<file path="config.mk">
export PLATFORM = sky130hd
export DESIGN_NAME = set_host_flat
export DESIGN_NICKNAME = d
export VERILOG_FILES = /design/src/rtl/set_host_if.sv /design/src/rtl/set_host.sv /design/src/flat_wrapper.sv
export SDC_FILE = /design/constraint.sdc
export NUM_CORES = 1
export LEC_CHECK = 0
export ABC_AREA = 1
export CORE_MARGIN = 2
export CORE_UTILIZATION = 40
export DETAILED_ROUTE_END_ITERATION = 16
export PLACE_DENSITY = 0.69
export SETUP_SLACK_MARGIN = 0.4
export SYNTH_ARGS = -nofsm -noshare
export SYNTH_HDL_FRONTEND = slang
export SYNTH_SLANG_ARGS = --single-unit
</file>
<file path="constraint.sdc">
create_clock -name clk -period 1.6 [get_ports clk]
set_clock_uncertainty 0.2 [all_clocks]
set_input_delay 0.48 -clock clk [delete_from_list [all_inputs] [get_ports clk]]
set_output_delay 0.48 -clock clk [all_outputs]
set_load 0.03 [all_outputs]
</file>
<file path="src/rtl/set_host_if.sv">
// Job, engine and result signal bundle for the set_host sequencer.
// The master modport is the sequencer's view; slave is the environment's view.
interface set_host_if;
  logic        job_valid;
  logic        job_ready;
  logic [23:0] job_central;
  logic [11:0] job_radius;
  logic [1:0]  job_mode;

  logic        set_en;
  logic [23:0] set_central;
  logic [11:0] set_radius;
  logic [1:0]  set_mode;
  logic        set_busy;
  logic        set_valid;
  logic [7:0]  set_candidate;

  logic        res_valid;
  logic        res_ready;
  logic [7:0]  res_candidate;
  logic [1:0]  res_mode;
  logic        res_timeout;

  modport master (
    input  job_valid, job_central, job_radius, job_mode,
    output job_ready,
    output set_en, set_central, set_radius, set_mode,
    input  set_busy, set_valid, set_candidate,
    output res_valid, res_candidate, res_mode, res_timeout,
    input  res_ready
  );

  modport slave (
    output job_valid, job_central, job_radius, job_mode,
    input  job_ready,
    input  set_en, set_central, set_radius, set_mode,
    output set_busy, set_valid, set_candidate,
    input  res_valid, res_candidate, res_mode, res_timeout,
    output res_ready
  );
endinterface

</file>
<file path="src/rtl/set_host.sv">
// Job sequencer for the circle-candidate engine: accepts a job, strobes the engine once,
// waits for its result under a timeout and returns it on a valid/ready port.
module set_host #(
  parameter int unsigned TIMEOUT = 1024,
  parameter int unsigned GAP     = 2
) (
  input  logic         clk,
  input  logic         rst,
  set_host_if.master   bus,
  output logic [15:0]  jobs_done,
  output logic [7:0]   timeouts,
  output logic         err_spurious
);

  typedef enum logic [2:0] {
    StIdle  = 3'd0,
    StIssue = 3'd1,
    StWait  = 3'd2,
    StResp  = 3'd3,
    StGap   = 3'd4
  } state_e;

  localparam logic [15:0] TimerLast = 16'(TIMEOUT - 1);
  localparam logic [15:0] GapLast   = (GAP == 0) ? 16'd0 : 16'(GAP - 1);

  state_e state_q, state_d;

  logic        set_en_q, set_en_d;
  logic [23:0] set_central_q, set_central_d;
  logic [11:0] set_radius_q, set_radius_d;
  logic [1:0]  set_mode_q, set_mode_d;
  logic        res_valid_q, res_valid_d;
  logic [7:0]  res_candidate_q, res_candidate_d;
  logic [1:0]  res_mode_q, res_mode_d;
  logic        res_timeout_q, res_timeout_d;
  logic [15:0] jobs_done_q, jobs_done_d;
  logic [7:0]  timeouts_q, timeouts_d;
  logic        err_q, err_d;
  logic [15:0] timer_q, timer_d;
  logic [15:0] gap_q, gap_d;

  logic accept;
  logic busy_unused;

  assign accept      = (state_q == StIdle) && bus.job_valid;
  assign busy_unused = bus.set_busy;

  always_ff @(posedge clk or negedge rst) begin
    if (!rst) begin
      state_q <= StIdle;
    end else begin
      state_q <= state_d;
    end
  end

  always_comb begin
    state_d = state_q;
    unique case (state_q)
      StIdle:  if (accept) state_d = StIssue;
      StIssue: state_d = StWait;
      StWait:  if (bus.set_valid || timer_q == TimerLast) state_d = StResp;
      StResp:  if (bus.res_ready) state_d = (GAP == 0) ? StIdle : StGap;
      StGap:   if (gap_q == GapLast) state_d = StIdle;
      default: state_d = StIdle;
    endcase
  end

  always_comb begin
    set_en_d        = accept;
    set_central_d   = set_central_q;
    set_radius_d    = set_radius_q;
    set_mode_d      = set_mode_q;
    res_valid_d     = res_valid_q;
    res_candidate_d = res_candidate_q;
    res_mode_d      = res_mode_q;
    res_timeout_d   = res_timeout_q;
    jobs_done_d     = jobs_done_q;
    timeouts_d      = timeouts_q;
    err_d           = err_q;
    timer_d         = timer_q;
    gap_d           = gap_q;

    if (accept) begin
      set_central_d = bus.job_central;
      set_radius_d  = bus.job_radius;
      set_mode_d    = bus.job_mode;
    end

    if (state_q == StIssue) timer_d = 16'd0;

    if (state_q == StWait) begin
      timer_d = timer_q + 16'd1;
      // A result arriving on the expiry cycle still counts as a real result.
      if (bus.set_valid) begin
        res_valid_d     = 1'b1;
        res_candidate_d = bus.set_candidate;
        res_mode_d      = set_mode_q;
        res_timeout_d   = 1'b0;
        jobs_done_d     = jobs_done_q + 16'd1;
      end else if (timer_q == TimerLast) begin
        res_valid_d     = 1'b1;
        res_candidate_d = 8'd0;
        res_mode_d      = set_mode_q;
        res_timeout_d   = 1'b1;
        jobs_done_d     = jobs_done_q + 16'd1;
        if (timeouts_q != 8'hFF) timeouts_d = timeouts_q + 8'd1;
      end
    end else if (bus.set_valid) begin
      err_d = 1'b1;
    end

    if (state_q == StResp && bus.res_ready) begin
      res_valid_d = 1'b0;
      gap_d       = 16'd0;
    end

    if (state_q == StGap) gap_d = gap_q + 16'd1;
  end

  always_ff @(posedge clk or negedge rst) begin
    if (!rst) begin
      set_en_q        <= 1'b0;
      set_central_q   <= 24'd0;
      set_radius_q    <= 12'd0;
      set_mode_q      <= 2'd0;
      res_valid_q     <= 1'b0;
      res_candidate_q <= 8'd0;
      res_mode_q      <= 2'd0;
      res_timeout_q   <= 1'b0;
      jobs_done_q     <= 16'd0;
      timeouts_q      <= 8'd0;
      err_q           <= 1'b0;
      timer_q         <= 16'd0;
      gap_q           <= 16'd0;
    end else begin
      set_en_q        <= set_en_d;
      set_central_q   <= set_central_d;
      set_radius_q    <= set_radius_d;
      set_mode_q      <= set_mode_d;
      res_valid_q     <= res_valid_d;
      res_candidate_q <= res_candidate_d;
      res_mode_q      <= res_mode_d;
      res_timeout_q   <= res_timeout_d;
      jobs_done_q     <= jobs_done_d;
      timeouts_q      <= timeouts_d;
      err_q           <= err_d;
      timer_q         <= timer_d;
      gap_q           <= gap_d;
    end
  end

  // Ready is decoded straight from the state flop so it is high right after reset release.
  assign bus.job_ready     = rst && (state_q == StIdle);
  assign bus.set_en        = set_en_q;
  assign bus.set_central   = set_central_q;
  assign bus.set_radius    = set_radius_q;
  assign bus.set_mode      = set_mode_q;
  assign bus.res_valid     = res_valid_q;
  assign bus.res_candidate = res_candidate_q;
  assign bus.res_mode      = res_mode_q;
  assign bus.res_timeout   = res_timeout_q;
  assign jobs_done         = jobs_done_q;
  assign timeouts          = timeouts_q;
  assign err_spurious      = err_q;

endmodule

</file>
<file path="src/flat_wrapper.sv">
// flat-port wrapper written by rule: the top's interface ports become plain ports
module set_host_flat 
#(
  parameter int unsigned TIMEOUT = 1024,
  parameter int unsigned GAP     = 2
)
  (clk, rst, jobs_done, timeouts, err_spurious, bus_job_valid, bus_job_central, bus_job_radius, bus_job_mode, bus_job_ready, bus_set_en, bus_set_central, bus_set_radius, bus_set_mode, bus_set_busy, bus_set_valid, bus_set_candidate, bus_res_valid, bus_res_candidate, bus_res_mode, bus_res_timeout, bus_res_ready);
  set_host_if bus_i ();
  input  logic clk;
  input  logic rst;
  output logic [15:0] jobs_done;
  output logic [7:0] timeouts;
  output logic err_spurious;
  input wire logic [$bits(bus_i.job_valid)-1:0] bus_job_valid;
  input wire logic [$bits(bus_i.job_central)-1:0] bus_job_central;
  input wire logic [$bits(bus_i.job_radius)-1:0] bus_job_radius;
  input wire logic [$bits(bus_i.job_mode)-1:0] bus_job_mode;
  output wire logic [$bits(bus_i.job_ready)-1:0] bus_job_ready;
  output wire logic [$bits(bus_i.set_en)-1:0] bus_set_en;
  output wire logic [$bits(bus_i.set_central)-1:0] bus_set_central;
  output wire logic [$bits(bus_i.set_radius)-1:0] bus_set_radius;
  output wire logic [$bits(bus_i.set_mode)-1:0] bus_set_mode;
  input wire logic [$bits(bus_i.set_busy)-1:0] bus_set_busy;
  input wire logic [$bits(bus_i.set_valid)-1:0] bus_set_valid;
  input wire logic [$bits(bus_i.set_candidate)-1:0] bus_set_candidate;
  output wire logic [$bits(bus_i.res_valid)-1:0] bus_res_valid;
  output wire logic [$bits(bus_i.res_candidate)-1:0] bus_res_candidate;
  output wire logic [$bits(bus_i.res_mode)-1:0] bus_res_mode;
  output wire logic [$bits(bus_i.res_timeout)-1:0] bus_res_timeout;
  input wire logic [$bits(bus_i.res_ready)-1:0] bus_res_ready;
  assign bus_i.job_valid = bus_job_valid;
  assign bus_i.job_central = bus_job_central;
  assign bus_i.job_radius = bus_job_radius;
  assign bus_i.job_mode = bus_job_mode;
  assign bus_job_ready = bus_i.job_ready;
  assign bus_set_en = bus_i.set_en;
  assign bus_set_central = bus_i.set_central;
  assign bus_set_radius = bus_i.set_radius;
  assign bus_set_mode = bus_i.set_mode;
  assign bus_i.set_busy = bus_set_busy;
  assign bus_i.set_valid = bus_set_valid;
  assign bus_i.set_candidate = bus_set_candidate;
  assign bus_res_valid = bus_i.res_valid;
  assign bus_res_candidate = bus_i.res_candidate;
  assign bus_res_mode = bus_i.res_mode;
  assign bus_res_timeout = bus_i.res_timeout;
  assign bus_i.res_ready = bus_res_ready;
  set_host #(.TIMEOUT(TIMEOUT), .GAP(GAP)) u_core (.clk(clk), .rst(rst), .bus(bus_i), .jobs_done(jobs_done), .timeouts(timeouts), .err_spurious(err_spurious));
endmodule
</file>
==> qor.yml, run 1 <==
status: "finished, violations left"
violations: "negative setup slack"
critPathTopFamily: "flip-flops"
total_power_mw: 5.36
total_leakage_power_nw: 4.82
synth_area_leaders: "dfrtp_1 (51%), nand2_1 (21%), nand3_1 (4.7%)"
nFillCells: 911
required_ns: 0.92
grt_start_max_net_pins: 82
gp_congestion: 0.852
hold_class: "in2async"
fin_crit_sh: 1.17
clkSinkCount: 111
syn_inst: 703
critical_path_class: "reg2out"
io_pins: 129
track_usage: 0.230
routedWlPerCell_um: 15.1
yosys.area.top_type: "dfrtp_1"
path_max_fanout: 2
n_antenna_cell: 0
cts_buffers: 9
design_area_sq_um: 9680
cp-end-kind: "output pin"
grt_pass1_wl_mm: 27.1
max-cap-violations: 0
rsz0062_at_grt: "yes"
drc_errors: 0
ys_warn_count: 0
htreeDepth: 3
multi_input_area_sq_um: 3030
syn-num-nets: 760
first_pass_iters: 5
max_slew_margin: 0.696
die_width_um: 121
final.setup.tns_ns: -7.22
dieArea_sq_um: 14500
grt_pass1_vias: 5782
timing.final.ws_setup_ns: -0.274
critPathSlowestCell: "dfrtp_1"
clockRootBuffer: "clkbuf_16"
core_sq_um: 13200
cts_tree: "yes"
ctsHoldBuffers: 0
final-max-slew-violation-count: 0
die_h_um: 121
io_buffers: 127
hold_viol_final: 0
antenna_found_initial: 0
syn_avg_cell_area_sq_um: 7.73
initial_utilization: 0.411
areaGrowthSynthToFinish_pct: 78.1
wirelength_mm: 17.8
overflow: 0
startpoint_type: "register"
netlist.area_leader.share: 0.511
path_clk_slew_ns: 0.08
final_common_cell: "nand2_1"
hpwl_mm: 10.0
drive_gt1_frac: 0.444
period_minus_slack_ns: 1.87
drt_iter0_markers: 455
worst_pin_slew_ns: 0.456
ant_nets: 0
ys_ff_latch: 111
power-per-cell-area_nw_per_um2: 554
via_per_inst: 4.97
cp_slowest_stage_delay_ns: 0.41
seqCellArea_sq_um: 2810
via_count: 5832
crit_arrival_ns: 1.19
path_common_cell: "nor2_4"
rows: 42
crit_buf_inv: 1
crit_chain: "nor2_4 -> nand2_2 -> nor2_4 -> buf_12"
syn-cell-area_sq_um: 5440
synth.distinct_cells: 32
clock_path_buffers: 2
dpl-instance-area_sq_um: 7380
nNetsFinal: 1049
insertion_delay_ns: 0.36
timing.hold.ws_ns: 0.0690
vdd_drop_max_v: 0.000430
ys_seq_area_frac: 0.511
max_freq_mhz: 534
setup_violations: 86
layout_common_cells: "nand2_1 (229), buf_4 (112), buf_6 (106), dfrtp_1 (89), nand2_2 (56)"
-- per-stage QoR --
stage,std cells,setup WS [ns],utilization
final,1173,-0.274,0.731
after global routing,1173,-0.344,0.731
after CTS,1144,-0.293,0.688
after detailed placement,1052,-0.364,0.557
after global placement,1052,-0.333,0.557
after floorplan,703,-0.0600,-
-- path summary, 6_finish.rpt --
path | start | cells after the start | slack [ns] | end
max | u_core.state_q[1] | 4 | -0.27 | bus_job_ready
min | rst | 3 | 0.07 | u_core.timer_q[9]
max reg2reg | u_core.timer_q[1] | 11 | -0.22 | u_core.jobs_done[6]
min reg2reg | u_core.bus.set_radius[10] | 2 | 0.31 | u_core.bus.set_radius[10]
max in group asynchronous | rst | 3 | 0.74 | u_core.state_q[2]
min in group clk | u_core.bus.set_radius[10] | 2 | 0.31 | u_core.bus.set_radius[10]
-- report_power, final --
group          total, mW         switching [mW]  leakage (nW)  internal (mW)
combinational      0.212                 0.0912          3.22          0.120
sequential          2.80  0.0000000000000000565          1.46           2.80
clock               2.35                   1.07         0.148           1.27
-- area by class of cell --
class	instances	area share
Tap cell	176	0.0227
Clock buffer	12	0.0255
Sequential cell	111	0.290
Clock inverter	4	0.00543
Timing Repair inverter	2	0.00258
Inverter	59	0.0270
Timing Repair Buffer	291	0.314
Multi-Input combinational cell	518	0.313
-- cell families after synthesis --
group	Yosys count	synth area share
xor gates and xnor gates	21	0.0338
buffers and inverters	74	0.0573
DFF	111	0.511
and+or+nand+nor	440	0.335
adders and majority gates	5	0.0115
AOI/OAI and AO/OA	52	0.0518
-- worst min-delay path: stages --
cell	delay, ns
buf_4	0.11
buf_4	0.13
buf_12	0.34
-- per-layer routing --
layer	vias to the layer above	global-route usage	share of wire	wire (um)
met4	0	0.0988	0.022	391
met5	-	0	0	0
met3	35	0.0472	0.045	793
met2	154	0.385	0.53	9340
met1	2846	0.288	0.41	7250
li1	2797	-	-	-
-- cells in the mapped netlist, drive strengths merged --
master,n
a21oi,10
a22oi,1
a31o,1
buf,11
clkbuf,4
clkinv,1
dfrtp,111
ha,5
inv,58
nand2,305
nand3,51
nand3b,1
nand4,13
nor2,64
nor3,6
o21ai,34
o21bai,2
o22ai,3
o31ai,1
xnor2,10
xor2,11
-- sequential cells by signal, indices dropped and copies added, names as in the netlist --
signal,count
u_core.bus.res_candidate,8
u_core.bus.res_mode,2
u_core.bus.res_timeout,1
u_core.bus.res_valid,1
u_core.bus.set_central,24
u_core.bus.set_en,1
u_core.bus.set_mode,2
u_core.bus.set_radius,12
u_core.err_spurious,1
u_core.gap_q,16
u_core.jobs_done,16
u_core.state_q,3
u_core.timeouts,8
u_core.timer_q,16
-- timing repair --
item	CTS	global route
endpoints found under the setup margin	188	188
cloned	8	2
setup buffers	68	27
pin swaps	30	41
resized for setup	195	91
No activity file was read; power rests on OpenSTA's default activity.
==> run 2: changes to the inputs <==
Settings changed: HOLD_SLACK_MARGIN from default to 0.02.
==> results of run 2 <==
No change in the layout: final DEF, timing and power equal those of run 1.
